## config.mk

```make
export PLATFORM = sky130hd
export DESIGN_NAME = hdmi_fifo_rd_stream_flat
export DESIGN_NICKNAME = d
export VERILOG_FILES = /design/src/rtl/hdmi_fifo_rd_stream_if.sv /design/src/rtl/hdmi_fifo_rd_stream.sv /design/src/flat_wrapper.sv
export SDC_FILE = /design/constraint.sdc
export NUM_CORES = 1
export LEC_CHECK = 0
export ABC_AREA = 1
export CAP_MARGIN = 10
export CORE_MARGIN = 4
export CORE_UTILIZATION = 57
export CTS_CLUSTER_DIAMETER = 120
export DETAILED_ROUTE_END_ITERATION = 6
export PLACE_DENSITY = 0.85
export RECOVER_POWER = 100
export SETUP_SLACK_MARGIN = 0.2
export SLEW_MARGIN = 15
export SYNTH_ARGS = -nofsm -noshare
export SYNTH_HDL_FRONTEND = slang
export SYNTH_SLANG_ARGS = --single-unit
export TNS_END_PERCENT = 5
```

## constraint.sdc

```tcl
create_clock -name rd_clk -period 9 [get_ports rd_clk]
set_input_delay 2.25 -clock rd_clk [delete_from_list [all_inputs] [get_ports rd_clk]]
set_output_delay 2.25 -clock rd_clk [all_outputs]
set_load 0.005 [all_outputs]
```

## src/rtl/hdmi_fifo_rd_stream_if.sv

```systemverilog
// ---------------------------------------------------------------------------
// hdmi_fifo_rd_stream_if
// Bundles the FIFO read port and the outgoing pixel stream of
// hdmi_fifo_rd_stream.
//   master : the streaming block (drives FIFO read controls and the stream)
//   slave  : the environment (FIFO read side plus stream sink)
// Signals:
//   fifo_rd_en / fifo_rd_oce   read enable and output-register enable to FIFO
//   fifo_rd_data / fifo_rd_empty  read data and empty flag from FIFO
//   m_valid / m_ready / m_data    stream handshake and payload
//   m_sol / m_eol / pix_cnt       line framing of the head beat
//   underrun                      sticky mid-line starvation flag
// ---------------------------------------------------------------------------
interface hdmi_fifo_rd_stream_if #(
    parameter int DATA_WIDTH = 32
);
    logic                  fifo_rd_en;
    logic                  fifo_rd_oce;
    logic [DATA_WIDTH-1:0] fifo_rd_data;
    logic                  fifo_rd_empty;
    logic                  m_valid;
    logic                  m_ready;
    logic [DATA_WIDTH-1:0] m_data;
    logic                  m_sol;
    logic                  m_eol;
    logic [15:0]           pix_cnt;
    logic                  underrun;

    modport master (
        output fifo_rd_en,
        output fifo_rd_oce,
        input  fifo_rd_data,
        input  fifo_rd_empty,
        output m_valid,
        input  m_ready,
        output m_data,
        output m_sol,
        output m_eol,
        output pix_cnt,
        output underrun
    );

    modport slave (
        input  fifo_rd_en,
        input  fifo_rd_oce,
        output fifo_rd_data,
        output fifo_rd_empty,
        input  m_valid,
        output m_ready,
        input  m_data,
        input  m_sol,
        input  m_eol,
        input  pix_cnt,
        input  underrun
    );
endinterface

```

## src/rtl/hdmi_fifo_rd_stream.sv

```systemverilog
// ---------------------------------------------------------------------------
// hdmi_fifo_rd_stream
// Pulls pixels from a fixed-latency FIFO read port and presents them as a
// valid/ready stream with start/end-of-line framing. A small skid buffer of
// RD_LATENCY+2 entries absorbs the read pipeline so the stream runs at one
// beat per cycle, and credit-based issue guarantees it never overflows.
// Ports:
//   rd_clk    clock for all logic
//   rd_rst_n  asynchronous active-low reset (release sampled on rd_clk)
//   bus       hdmi_fifo_rd_stream_if.master (FIFO read port + stream)
// ---------------------------------------------------------------------------
module hdmi_fifo_rd_stream #(
    parameter int DATA_WIDTH  = 32,
    parameter int RD_LATENCY  = 1,
    parameter int LINE_PIXELS = 1280
) (
    input  logic                  rd_clk,
    input  logic                  rd_rst_n,
    hdmi_fifo_rd_stream_if.master bus
);
    localparam int D     = RD_LATENCY + 2;
    localparam int PTR_W = $clog2(D);
    localparam int CNT_W = $clog2(2 * D + 1);

    localparam logic [CNT_W-1:0] DEPTH    = CNT_W'(D);
    localparam logic [PTR_W-1:0] PTR_LAST = PTR_W'(D - 1);
    localparam logic [15:0]      LAST_PIX = 16'(LINE_PIXELS - 1);

    typedef enum logic {
        ST_IDLE,
        ST_ACTIVE
    } state_t;

    state_t r_state;
    state_t w_state_nxt;

    logic [DATA_WIDTH-1:0] r_mem [D];
    logic [PTR_W-1:0]      r_wr_ptr;
    logic [PTR_W-1:0]      r_rd_ptr;
    logic [CNT_W-1:0]      r_count;
    logic [RD_LATENCY-1:0] r_vld_sr;
    logic [15:0]           r_pix_cnt;
    logic                  r_underrun;

    logic [RD_LATENCY-1:0] w_vld_sr_nxt;
    logic [CNT_W-1:0]      w_in_flight;
    logic [CNT_W-1:0]      w_credit;
    logic                  w_rd_en;
    logic                  w_capture;
    logic                  w_valid;
    logic                  w_pop;
    logic                  w_first_pix;
    logic                  w_last_pix;
    logic                  w_starve;

    function automatic logic [PTR_W-1:0] ptr_inc(input logic [PTR_W-1:0] ptr);
        return (ptr == PTR_LAST) ? '0 : ptr + 1'b1;
    endfunction

    // Reads still in the FIFO pipeline count against the buffer space
    always_comb begin
        w_in_flight = '0;
        for (int i = 0; i < RD_LATENCY; i++) begin
            w_in_flight = w_in_flight + CNT_W'(r_vld_sr[i]);
        end
    end

    assign w_credit    = r_count + w_in_flight;
    assign w_rd_en     = rd_rst_n && !bus.fifo_rd_empty && (w_credit < DEPTH);
    assign w_capture   = r_vld_sr[RD_LATENCY-1];
    assign w_valid     = (r_count != '0);
    assign w_pop       = w_valid && bus.m_ready;
    assign w_first_pix = (r_pix_cnt == '0);
    assign w_last_pix  = (r_pix_cnt == LAST_PIX);
    assign w_starve    = (r_state == ST_ACTIVE) && bus.m_ready && !w_valid;

    generate
        if (RD_LATENCY == 1) begin : g_sr1
            assign w_vld_sr_nxt = w_rd_en;
        end else begin : g_srn
            assign w_vld_sr_nxt = {r_vld_sr[RD_LATENCY-2:0], w_rd_en};
        end
    endgenerate

    // Issue tracking, skid-buffer pointers and line position
    always_ff @(posedge rd_clk or negedge rd_rst_n) begin
        if (!rd_rst_n) begin
            r_vld_sr   <= '0;
            r_wr_ptr   <= '0;
            r_rd_ptr   <= '0;
            r_count    <= '0;
            r_pix_cnt  <= '0;
            r_underrun <= 1'b0;
        end else begin
            r_vld_sr <= w_vld_sr_nxt;
            if (w_capture) begin
                r_wr_ptr <= ptr_inc(r_wr_ptr);
            end
            if (w_pop) begin
                r_rd_ptr  <= ptr_inc(r_rd_ptr);
                r_pix_cnt <= w_last_pix ? '0 : r_pix_cnt + 16'd1;
            end
            // Capture and pop in the same cycle cancel out
            case ({w_capture, w_pop})
                2'b10:   r_count <= r_count + 1'b1;
                2'b01:   r_count <= r_count - 1'b1;
                default: r_count <= r_count;
            endcase
            r_underrun <= r_underrun | w_starve;
        end
    end

    // Data storage carries no reset; validity comes from r_count
    always_ff @(posedge rd_clk) begin
        if (w_capture) begin
            r_mem[r_wr_ptr] <= bus.fifo_rd_data;
        end
    end

    always_ff @(posedge rd_clk or negedge rd_rst_n) begin
        if (!rd_rst_n) begin
            r_state <= ST_IDLE;
        end else begin
            r_state <= w_state_nxt;
        end
    end

    always_comb begin
        w_state_nxt = r_state;
        case (r_state)
            ST_IDLE:   if (w_pop && w_first_pix) w_state_nxt = ST_ACTIVE;
            ST_ACTIVE: if (w_pop && w_last_pix)  w_state_nxt = ST_IDLE;
            default:   w_state_nxt = ST_IDLE;
        endcase
    end

    assign bus.fifo_rd_en  = w_rd_en;
    assign bus.fifo_rd_oce = (RD_LATENCY == 2);
    assign bus.m_valid     = w_valid;
    assign bus.m_data      = w_valid ? r_mem[r_rd_ptr] : '0;
    assign bus.m_sol       = w_valid && w_first_pix;
    assign bus.m_eol       = w_valid && w_last_pix;
    assign bus.pix_cnt     = r_pix_cnt;
    // Live starvation term makes the flag visible in the starving cycle itself
    assign bus.underrun    = r_underrun | w_starve;

    a_no_overflow: assert property (@(posedge rd_clk) disable iff (!rd_rst_n)
        !(w_capture && (r_count == DEPTH)));

endmodule

```

## src/flat_wrapper.sv

```systemverilog
// flat-port wrapper written by rule: the top's interface ports become plain ports
module hdmi_fifo_rd_stream_flat 
#(
    parameter int DATA_WIDTH  = 32,
    parameter int RD_LATENCY  = 1,
    parameter int LINE_PIXELS = 1280
)
  (rd_clk, rd_rst_n, bus_fifo_rd_en, bus_fifo_rd_oce, bus_fifo_rd_data, bus_fifo_rd_empty, bus_m_valid, bus_m_ready, bus_m_data, bus_m_sol, bus_m_eol, bus_pix_cnt, bus_underrun);
  hdmi_fifo_rd_stream_if #(.DATA_WIDTH(DATA_WIDTH)) bus_i ();
  input  logic rd_clk;
  input  logic rd_rst_n;
  output wire logic [$bits(bus_i.fifo_rd_en)-1:0] bus_fifo_rd_en;
  output wire logic [$bits(bus_i.fifo_rd_oce)-1:0] bus_fifo_rd_oce;
  input wire logic [$bits(bus_i.fifo_rd_data)-1:0] bus_fifo_rd_data;
  input wire logic [$bits(bus_i.fifo_rd_empty)-1:0] bus_fifo_rd_empty;
  output wire logic [$bits(bus_i.m_valid)-1:0] bus_m_valid;
  input wire logic [$bits(bus_i.m_ready)-1:0] bus_m_ready;
  output wire logic [$bits(bus_i.m_data)-1:0] bus_m_data;
  output wire logic [$bits(bus_i.m_sol)-1:0] bus_m_sol;
  output wire logic [$bits(bus_i.m_eol)-1:0] bus_m_eol;
  output wire logic [$bits(bus_i.pix_cnt)-1:0] bus_pix_cnt;
  output wire logic [$bits(bus_i.underrun)-1:0] bus_underrun;
  assign bus_fifo_rd_en = bus_i.fifo_rd_en;
  assign bus_fifo_rd_oce = bus_i.fifo_rd_oce;
  assign bus_i.fifo_rd_data = bus_fifo_rd_data;
  assign bus_i.fifo_rd_empty = bus_fifo_rd_empty;
  assign bus_m_valid = bus_i.m_valid;
  assign bus_i.m_ready = bus_m_ready;
  assign bus_m_data = bus_i.m_data;
  assign bus_m_sol = bus_i.m_sol;
  assign bus_m_eol = bus_i.m_eol;
  assign bus_pix_cnt = bus_i.pix_cnt;
  assign bus_underrun = bus_i.underrun;
  hdmi_fifo_rd_stream #(.DATA_WIDTH(DATA_WIDTH), .RD_LATENCY(RD_LATENCY), .LINE_PIXELS(LINE_PIXELS)) u_core (.rd_clk(rd_clk), .rd_rst_n(rd_rst_n), .bus(bus_i));
endmodule
```

==> metrics.md <==
| Metric | Value |
|---|---|
| First DRT Iteration DRCs | between 400 and 500 |
| Fin Hold WS | around 0.48 ns |
| Most area-consuming cells after synthesis | sky130_fd_sc_hd__edfxtp_1 53%, sky130_fd_sc_hd__dfrtp_1 12%, sky130_fd_sc_hd__nand3_1 10% |
| Share of the synthesized area in the top cell type | between 50% and 60% |
| Remaining DRCs | 0 |
| DRT antenna net count | 0 |
| Post-route setup TNS | 0 ns |
| Leading cell types in the layout, fill and taps excluded | 114 x sky130_fd_sc_hd__nand2_1, 112 x sky130_fd_sc_hd__nand3_1, 96 x sky130_fd_sc_hd__edfxtp_1 |
| Total clock sinks | 122 |
| Die Area | roughly 11000 sq um |
| Worst-path fanout max | 27 |
| Count of buffers from port buffering | 88 |
| Data required, critical path | just under 7 ns |
| Final-report setup violation count | 0 |
| First-pass GRT wire length | between 20 and 25 mm |
| Final period utilization | roughly four fifths |
| Initial antenna violation count | 0 |
| Clock-pin transition on the worst setup and hold timing paths | approximately 0.060 ns |
| Net count after synthesis | 565 |
| Class of the tightest hold or removal check | reg -> reg |
| Core Footprint | ~9300 sq um |
| X dimension of the die | around 110 microns |
| Kind of start point of the critical path | primary input |
| Total number of placement rows | 35 |
| Syn avg cell area | roughly 10 sq um |
| Total CTS buffers | 17 |
| Max capacitance violation total | 2 |
| Arrival time worst endpoint | between 4 and 5 ns |
| TritonCTS clock tree | done |
| Failing checks | max-capacitance violations, max-slew violations |
| Leading cell type in the layout, fill and taps excluded | sky130_fd_sc_hd__nand2_1 |
| Number of instances in the synthesized netlist | about 520 |
| Power after layout | around 0.0022 W |
| Layout cell share with drive strength beyond 1 | under 10% |
| DR WL/cell | between 15 and 20 microns |
| Cell Area, Synth | between 5000 and 6000 sq um |
| Max Clock Freq | around 140 MHz |
| Synth Register Bits | between 100 and 150 |
| Maximum ir drop on the vdd rail | between 0.15 and 0.2 mV |
| Effective utilization at floorplan | slightly below 60% |
| Post-detailed-routing wire length | approximately 13 mm |
| Y dimension of the die | around 110 microns |
| Antenna cells | 0 |
| H-tree depth | 4 |
| Cell taking the most area after synthesis | sky130_fd_sc_hd__edfxtp_1 |
| Ports placed on the boundary | 90 |
| Warnings, synthesis | 0 |
| Routed vias/inst | 5.46 |
| Power density over cell area | between 300 and 400 nW/um^2 |
| Distinct cell type count of the synthesized netlist | 32 |
| Clk buf depth | 2 |
| Total iterations of the first detailed-routing run | 5 |
| Area delta synth->final | 26.9% |
| Vias in the first global route | 4254 |
| Worst slew slack as a fraction of its limit | -30.7% |
| Via Count | ~4100 |
| Setup CP Type | in -> out |
| P_leak | ~3 nW |
| Critical Path Sink Type | primary output |
| Number of resized instances in the post-cts repair step | 0 |
| Final clock skew | approximately 0.0085 ns |
| Global route total overflow | 0 |
| Final layout net count | between 600 and 700 |
| Portion of the post-synthesis area used by sequential elements | roughly 65% |
| Sum of net half-perimeters after detailed placement | about 7.8 mm |
| Source-to-sink clock delay at the later pin of the worst-skew pair | 0.51 ns |
| Status | finished, violations left |
| Number of hold buffers added after cts | 0 |
| Final hold vios | 0 |
| CTS root buf | sky130_fd_sc_hd__clkbuf_8 |
| Slew Limit Fails | 96 |
| Maximum number of pins on one net before global-route repair | 68 |
| Final RePlAce weighted congestion | ~0.87 |
| Setup repair after global routing missed its margin | false |
| Setup bufs post-CTS | 0 |
| Global-route usage over all layers | around a quarter |
| Slew of the pin with the lowest slew margin | approximately 2.0 ns |
| Minimum clock period after layout | roughly 7.2 ns |
## report_power, final
| part | switching [W] | internal [W] |
|---|---|---|
| logic | 0.000419 | 0.000317 |
| registers | 0.0000712 | 0.000682 |
| clock network | 0.000267 | 0.000401 |
## layer usage
layer | global-route usage (%) | vias to the layer above | wire [microns]
met5 | 0 | - | 0
met4 | 9.16 | 0 | 154
met3 | 4.90 | 21 | 814
met2 | 43.7 | 202 | 7160
met1 | 27.7 | 1989 | 4980
li1 | - | 1925 | -
## registers in the layout, indices dropped and copies added (netlist names)
register / count
u_core.r_count: 3
u_core.r_underrun: 1
u_core.r_wr_ptr: 2
u_core.r_rd_ptr: 2
u_core.bus.pix_cnt: 16
u_core.r_state: 1
u_core.r_mem: 96
u_core.r_vld_sr: 1
## cell families after synthesis
logic type / count (synthesis) / share of synthesized area, %
buffers and inverters: 91 / 6.99
DFF: 122 / 64.7
and+or+nand+nor: 283 / 24.0
other: 1 / 0.0687
adders and majority gates: 6 / 1.51
AOI/OAI and AO/OA: 14 / 1.70
xor gates and xnor gates: 6 / 0.963
## final timing paths
check / startpoint / to / slack, ns / cells past startpoint
worst min register to register: u_core.r_underrun$_DFF_PN0_ / u_core.r_underrun$_DFF_PN0_ / 0.48 / 1
worst max-delay path: rd_rst_n / bus_fifo_rd_en / 1.78 / 5
min in group asynchronous: rd_rst_n / u_core.bus.pix_cnt[9]$_DFFE_PN0P_ / 2.63 / 2
max in group asynchronous: rd_rst_n / u_core.bus.pix_cnt[4]$_DFFE_PN0P_ / 5.47 / 2
worst min-delay path: u_core.r_underrun$_DFF_PN0_ / u_core.r_underrun$_DFF_PN0_ / 0.48 / 1
worst max register to register: u_core.r_rd_ptr[1]$_DFFE_PN0P_ / u_core.r_rd_ptr[1]$_DFFE_PN0P_ / 5.85 / 3
## critical path, cell delays in order
cell and delay, ns:
sky130_fd_sc_hd__dlygate4sd3_1 0.52, sky130_fd_sc_hd__clkbuf_1 1.10, sky130_fd_sc_hd__nand3b_1 0.17, sky130_fd_sc_hd__a211oi_1 0.30, sky130_fd_sc_hd__dlygate4sd3_1 0.62
## per-stage QoR
step / setup slack [ns] / instance area, sq um / instances / util (%)
2_1_floorplan: 4.12 / 5460 / 523 / -
3_3_place_gp: 2.78 / 6450 / 725 / 69.5
3_5_place_dp: 2.70 / 6450 / 725 / 69.5
4_1_cts: 2.70 / 7030 / 757 / 75.7
5_1_grt: 1.42 / 6930 / 757 / 74.6
6_report: 1.78 / 6930 / 757 / 74.6
## layout make-up
class / instances / area [sq um]
clock buffer: 18 / 418
clock inverter: 14 / 161
fill: 631 / 2360
inverter: 68 / 255
multi-input combinational: 310 / 1480
sequential: 122 / 3530
tap: 129 / 161
timing repair buffer: 96 / 915
## synthesized netlist by cell type
master	n
sky130_fd_sc_hd__nand2_1	112
sky130_fd_sc_hd__nand3_1	112
sky130_fd_sc_hd__edfxtp_1	96
sky130_fd_sc_hd__inv_1	65
sky130_fd_sc_hd__nor2_1	36
sky130_fd_sc_hd__dfrtp_1	26
sky130_fd_sc_hd__buf_2	11
sky130_fd_sc_hd__o21ai_0	7
sky130_fd_sc_hd__nor3_1	6
sky130_fd_sc_hd__buf_4	5
sky130_fd_sc_hd__clkbuf_1	5
sky130_fd_sc_hd__ha_1	5
sky130_fd_sc_hd__xor2_1	5
sky130_fd_sc_hd__nand4_1	4
sky130_fd_sc_hd__nor2_4	4
sky130_fd_sc_hd__inv_2	3
sky130_fd_sc_hd__a21oi_1	2
sky130_fd_sc_hd__nand2_2	2
sky130_fd_sc_hd__nand2_4	2
sky130_fd_sc_hd__o21bai_1	2
sky130_fd_sc_hd__or2_2	2
sky130_fd_sc_hd__a211oi_1	1
sky130_fd_sc_hd__a21oi_4	1
sky130_fd_sc_hd__a31o_2	1
sky130_fd_sc_hd__buf_1	1
sky130_fd_sc_hd__buf_6	1
sky130_fd_sc_hd__conb_1	1
sky130_fd_sc_hd__fa_1	1
sky130_fd_sc_hd__nand2_8	1
sky130_fd_sc_hd__nand3b_1	1
sky130_fd_sc_hd__nor2_8	1
sky130_fd_sc_hd__xnor2_1	1
Note: power is estimated with default switching activity, not from simulation.
